File: config.mk
export PLATFORM = sky130hd
export DESIGN_NAME = truth_table_sweeper
export DESIGN_NICKNAME = d
export VERILOG_FILES = /design/src/rtl/truth_table_sweeper.sv
export SDC_FILE = /design/constraint.sdc
export NUM_CORES = 1
export LEC_CHECK = 0
export BUFFER_PORTS_ARGS = -buffer_cell sky130_fd_sc_hd__buf_2
export CORE_MARGIN = 2
export CORE_UTILIZATION = 50
export DETAILED_ROUTE_END_ITERATION = 12
export GPL_TIMING_DRIVEN = 0
export HOLD_SLACK_MARGIN = 0.1
export PLACE_DENSITY = 0.83
export RECOVER_POWER = 100
export SYNTH_ARGS = -nofsm -noshare
export SYNTH_HDL_FRONTEND = slang
export SYNTH_SLANG_ARGS = --single-unit
File: constraint.sdc
create_clock -name clk -period 1.51 [get_ports clk]
set_input_delay 0.0755 -clock clk [delete_from_list [all_inputs] [get_ports clk]]
set_output_delay 0.0755 -clock clk [all_outputs]
set_load 0.05 [all_outputs]
File: src/rtl/truth_table_sweeper.sv
// truth_table_sweeper
// Drives a 3-input combinational stage through all eight input vectors,
// lets each vector settle, majority-votes the synchronized stage output and
// assembles the observed truth table (bit 7-v holds the response to vector v).
// The finished table is compared against EXPECTED to produce pass.
module truth_table_sweeper #(
    parameter int         SETTLE_CYCLES = 16,
    parameter int         SAMPLES       = 3,
    parameter logic [7:0] EXPECTED      = 8'h4A
) (
    input  logic       clk,
    input  logic       rst_n,
    input  logic       start,
    input  logic       dut_out,
    output logic       in1,
    output logic       in2,
    output logic       in3,
    output logic       busy,
    output logic       done,
    output logic [7:0] truth_table,
    output logic       pass
);

    // Settle counter spans 0..SETTLE_CYCLES-1 (SETTLE_CYCLES >= 2, so at least 1 bit).
    localparam int SET_W = $clog2(SETTLE_CYCLES);
    // Ones counter must hold SAMPLES; the sample index counter fits in the same width.
    localparam int SMP_W = $clog2(SAMPLES + 1);

    localparam logic [SET_W-1:0] SET_LAST = SET_W'(SETTLE_CYCLES - 1);
    localparam logic [SMP_W-1:0] SMP_LAST = SMP_W'(SAMPLES - 1);
    localparam logic [SMP_W-1:0] HALF     = SMP_W'(SAMPLES / 2);

    typedef enum logic [1:0] {
        IDLE   = 2'd0,
        SETTLE = 2'd1,
        SAMPLE = 2'd2,
        DONE   = 2'd3
    } state_t;

    state_t           state_q,   state_d;
    logic [2:0]       v_q,       v_d;
    logic [SET_W-1:0] set_cnt_q, set_cnt_d;
    logic [SMP_W-1:0] smp_cnt_q, smp_cnt_d;
    logic [SMP_W-1:0] ones_q,    ones_d;
    logic [7:0]       table_q,   table_d;
    logic             pass_q,    pass_d;
    logic             busy_q,    busy_d;
    logic             done_q,    done_d;
    logic             sync1_q,   sync2_q;
    logic [SMP_W-1:0] ones_sum;

    // Two-flop synchronizer for the asynchronous stage output; runs in every state.
    always_ff @(posedge clk) begin
        if (!rst_n) begin
            sync1_q <= 1'b0;
            sync2_q <= 1'b0;
        end else begin
            sync1_q <= dut_out;
            sync2_q <= sync1_q;
        end
    end

    // Next-state logic: sequencing, counters, vote and table assembly.
    always_comb begin
        state_d   = state_q;
        v_d       = v_q;
        set_cnt_d = set_cnt_q;
        smp_cnt_d = smp_cnt_q;
        ones_d    = ones_q;
        table_d   = table_q;
        pass_d    = pass_q;
        // Running count including the current sample; never exceeds SAMPLES.
        ones_sum  = ones_q + SMP_W'(sync2_q);

        unique case (state_q)
            IDLE: begin
                if (start) begin
                    v_d       = 3'd0;
                    set_cnt_d = '0;
                    smp_cnt_d = '0;
                    ones_d    = '0;
                    table_d   = 8'h00;
                    pass_d    = 1'b0;
                    state_d   = SETTLE;
                end
            end
            SETTLE: begin
                if (set_cnt_q == SET_LAST) begin
                    set_cnt_d = '0;
                    state_d   = SAMPLE;
                end else begin
                    set_cnt_d = set_cnt_q + 1'b1;
                end
            end
            SAMPLE: begin
                if (smp_cnt_q == SMP_LAST) begin
                    table_d[3'd7 - v_q] = (ones_sum > HALF);
                    smp_cnt_d = '0;
                    ones_d    = '0;
                    if (v_q == 3'd7) begin
                        // Inputs return to 000 once the sweep is over.
                        v_d     = 3'd0;
                        pass_d  = (table_d == EXPECTED);
                        state_d = DONE;
                    end else begin
                        v_d     = v_q + 3'd1;
                        state_d = SETTLE;
                    end
                end else begin
                    smp_cnt_d = smp_cnt_q + 1'b1;
                    ones_d    = ones_sum;
                end
            end
            DONE: begin
                state_d = IDLE;
            end
            default: begin
                state_d = IDLE;
            end
        endcase

        // Status outputs are registered from the next state so they line up with it.
        busy_d = (state_d == SETTLE) || (state_d == SAMPLE);
        done_d = (state_d == DONE);
    end

    // State and output registers with synchronous active-low reset.
    always_ff @(posedge clk) begin
        if (!rst_n) begin
            state_q   <= IDLE;
            v_q       <= 3'd0;
            set_cnt_q <= '0;
            smp_cnt_q <= '0;
            ones_q    <= '0;
            table_q   <= 8'h00;
            pass_q    <= 1'b0;
            busy_q    <= 1'b0;
            done_q    <= 1'b0;
        end else begin
            state_q   <= state_d;
            v_q       <= v_d;
            set_cnt_q <= set_cnt_d;
            smp_cnt_q <= smp_cnt_d;
            ones_q    <= ones_d;
            table_q   <= table_d;
            pass_q    <= pass_d;
            busy_q    <= busy_d;
            done_q    <= done_d;
        end
    end

    assign in1         = v_q[2];
    assign in2         = v_q[1];
    assign in3         = v_q[0];
    assign busy        = busy_q;
    assign done        = done_q;
    assign truth_table = table_q;
    assign pass        = pass_q;

endmodule
==> flow_summary.yaml <==
status:
  outcome: "complete, but fails checks"
  failed_checks: "setup timing"
synthesis:
  yosysSeqAreaShare_pct: 39.3
  yosysUniqueCellTypes: 33
  syn_nets: 153
  synth.avg_cell_area_sq_um: 9.19
  syn_inst: 144
  ys_warn_count: 0
  netlist_area_sq_mm: 0.00132
  synth-seq-cells: 26
place:
  hpwl_um: 2020
  dp.cells: 191
  place_congestion: 0.792
  port_buffers: 17
  place_ws_ns: -0.199
worst_setup_path:
  end_kind: "flop"
  r2r-end: "truth_table[6]"
  path_max_fanout: 8
  startpoint_type: "flop"
  crit_start: "v_q[2]"
  rrSetupSlack_ns: -0.13
  crit_arrival_ns: 1.89
  reg2reg_from: "v_q[2]"
  worstSetupPathType: "reg -> reg"
  required_ns: 1.76
  critPathCapture: "truth_table[6]"
  reg2reg_depth: 7
flow_run:
  cap_viol_max_count: 0
clock_network:
  cts_sinks: 26
  cts_root_buffer: "clkbuf_4"
  insertion_delay_ns: 0.34
  clk_pin_slew_ns: 0.15
  tritoncts: "done"
  cts_buffer_depth: 2
  numCtsBuffers: 3
  cts_max_level: 1
sta:
  maxSlewViolCount: 0
  finClkSkew_ns: 0.00652
  rsz0062_at_grt: "true"
  worstMarginPinSlew_ns: 0.649
  slew_headroom_pct: 56.9
  fin_crit_sh_pct: 109
  worst_slack_ns: -0.131
  setup-violations-final: 4
  hold_viol_final: 0
  min_period_ns: 1.64
  fmax_ghz: 0.609
floorplanning:
  die_area_sq_mm: 0.00308
  die_h_um: 55.5
  io_pins: 18
  initial_core_util_pct: 53.0
  die_w_um: 55.5
  fp.coreArea_sq_mm: 0.00250
  fp-row-count: 18
final_layout:
  syn2layout_area_growth_pct: 27.5
  nNetsFinal: 184
  fin_cells: 204
  fill_cells: 191
  drive_above_1_share_pct: 25.9
  num_antenna_cells: 0
global_route:
  antenna_found_initial: 0
  grt_max_degree: 15
  grt_overflow: 0
  track_usage_pct: 20.0
  grt_first_pass_wirelength_um: 4970
  grt_pass1_vias: 1100
power_and_ir_drop:
  powerDensity_mw_per_mm2: 687
  ir_drop_mv: 0.652
  leakage_nw: 0.605
detailed_routing:
  first_iter_violations: 28
  routed-via-count: 1168
  wirelength_um: 3270
  drc: 0
  vias_per_cell: 5.73
  firstDrtPassIters: 4
  ant_nets: 0
  wl_per_cell_um: 16.0
worst_hold_path:
  hold_depth: 5
  holdCritPathClass: "in -> reg"
==> final cells by class <==
class	count	area (sq um)	area share, %
multi-input combinational	107	856	50.7
sequential	26	536	31.7
timing repair buffer	26	140	8.30
buffer	8	71.3	4.23
tap	30	37.5	2.22
clock buffer	4	36.3	2.15
inverter	3	11.3	0.667
==> synthesized netlist by cell type <==
cell        n  share of area (%)
a21o_1      1               0.57
a21oi_1     7                2.6
a22oi_1     9                5.1
a2bb2oi_1   1               0.66
a32oi_1     1               0.66
and2_1      9                4.3
buf_2       3                1.1
buf_4       1               0.57
buf_6       2                1.7
clkbuf_1    2               0.57
dfxtp_1    26                 39
ha_1        5                4.7
inv_1       3               0.85
mux2_1      2                1.7
mux2_2      2                1.7
mux2_4      1                1.1
mux2i_1     4                3.0
nand2_1     7                2.0
nand2b_1    5                2.4
nand3_1     4                1.5
nand3b_1    4                2.3
nor2_1      5                1.4
nor2b_1    17                8.0
nor3_1      6                2.3
nor3b_1     2                1.1
nor3b_2     1               0.95
nor4_1      3                1.4
o21ai_0     5                1.9
o21bai_1    2                1.1
o22ai_1     1               0.47
o22ai_2     1               0.95
o41ai_1     1               0.66
xor2_2      1                1.2
==> critical path: stages, from the launching register on <==
cell and delay, ns:
dfxtp_4 0.38, buf_8 0.13, buf_4 0.14, nor3b_4 0.22
mux2i_2 0.32, nor3_1 0.09, a21oi_1 0.19, nor2b_1 0.07
==> worst min-delay path by stage <==
stage | slack [ns] | startpoint | end
6_report | 0.22 | start | pass
5_1_grt | 0.24 | start | pass
4_1_cts | 0.21 | start | set_cnt_q[3]
3_5_place_dp | 0.29 | dut_out | sync1_q
3_3_place_gp | 0.29 | dut_out | sync1_q
2_1_floorplan | 0.20 | rst_n | v_q[0]
==> registers in the layout, indices dropped and copies added (netlist names) <==
name	count
ones_q	2
smp_cnt_q	2
busy	1
set_cnt_q	4
sync1_q	1
state_q	2
pass	1
sync2_q	1
truth_table	8
v_q	3
done	1
==> routing by layer <==
metal / part of all wire [%] / GRT usage [%]
met5: 0 / 0
met4: 1.6 / 10.5
met3: 3.3 / 2.34
met2: 52 / 34.2
met1: 43 / 24.5
==> where the power goes <==
part,switching (mW),internal (mW),total (mW)
logic,0.0494,0.0374,0.0869
registers,0.00965,0.691,0.701
clock network,0.223,0.148,0.371
total,0.282,0.877,1.16
==> cells in the final DEF, fill, tap and decap left out, types with 3 or more instances in the layout <==
cell type / synthesis / final
nand2b_1: 5 / 4
clkbuf_4: 0 / 5
nand3_1: 4 / 4
mux2i_2: 0 / 3
a21oi_1: 7 / 7
mux2_4: 1 / 3
dfxtp_1: 26 / 20
buf_4: 1 / 7
clkbuf_1: 2 / 16
inv_1: 3 / 3
dfxtp_2: 0 / 3
nor2_1: 5 / 5
buf_6: 2 / 3
nand3b_1: 4 / 4
buf_2: 3 / 3
a22oi_1: 9 / 9
nor2b_1: 17 / 17
ha_1: 5 / 3
nand2_1: 7 / 7
and2_1: 9 / 7
o21ai_0: 5 / 5
nor3_1: 6 / 5
dfxtp_4: 0 / 3
==> kinds of logic after synthesis <==
family,share of synthesized area [%]
adder cells (fa/ha/maj),4.73
multiplexers,7.56
flip-flops,39.3
XOR/XNOR,1.23
buffers and inverters,4.82
AND/OR/NAND/NOR,27.6
AO/OA/AOI/OAI,14.7
==> per-stage QoR <==
| stage | cell area (sq um) | TNS [ns] | util [%] | hold slack (ns) | total power [mW] |
|---|---|---|---|---|---|
| floorplan | 1350 | -0.0314 | - | 0.202 | 0.765 |
| global placement | 1470 | -0.315 | 59.0 | 0.286 | 0.785 |
| detailed placement | 1470 | -0.488 | 59.0 | 0.287 | 0.787 |
| CTS | 1630 | -0.0637 | 65.2 | 0.205 | 1.15 |
| global route | 1690 | -0.561 | 67.5 | 0.235 | 1.19 |
| finish | 1690 | -0.253 | 67.5 | 0.218 | 1.16 |
==> timing repair <==
item,CTS,global route
setup endpoints to repair,3,8
pin swaps,4,5
hold buffers,2,0
buffers inserted,6,1
endpoints found under the hold margin,7,0
gates resized for setup,11,17
Note: power is estimated with default switching activity, not from simulation.
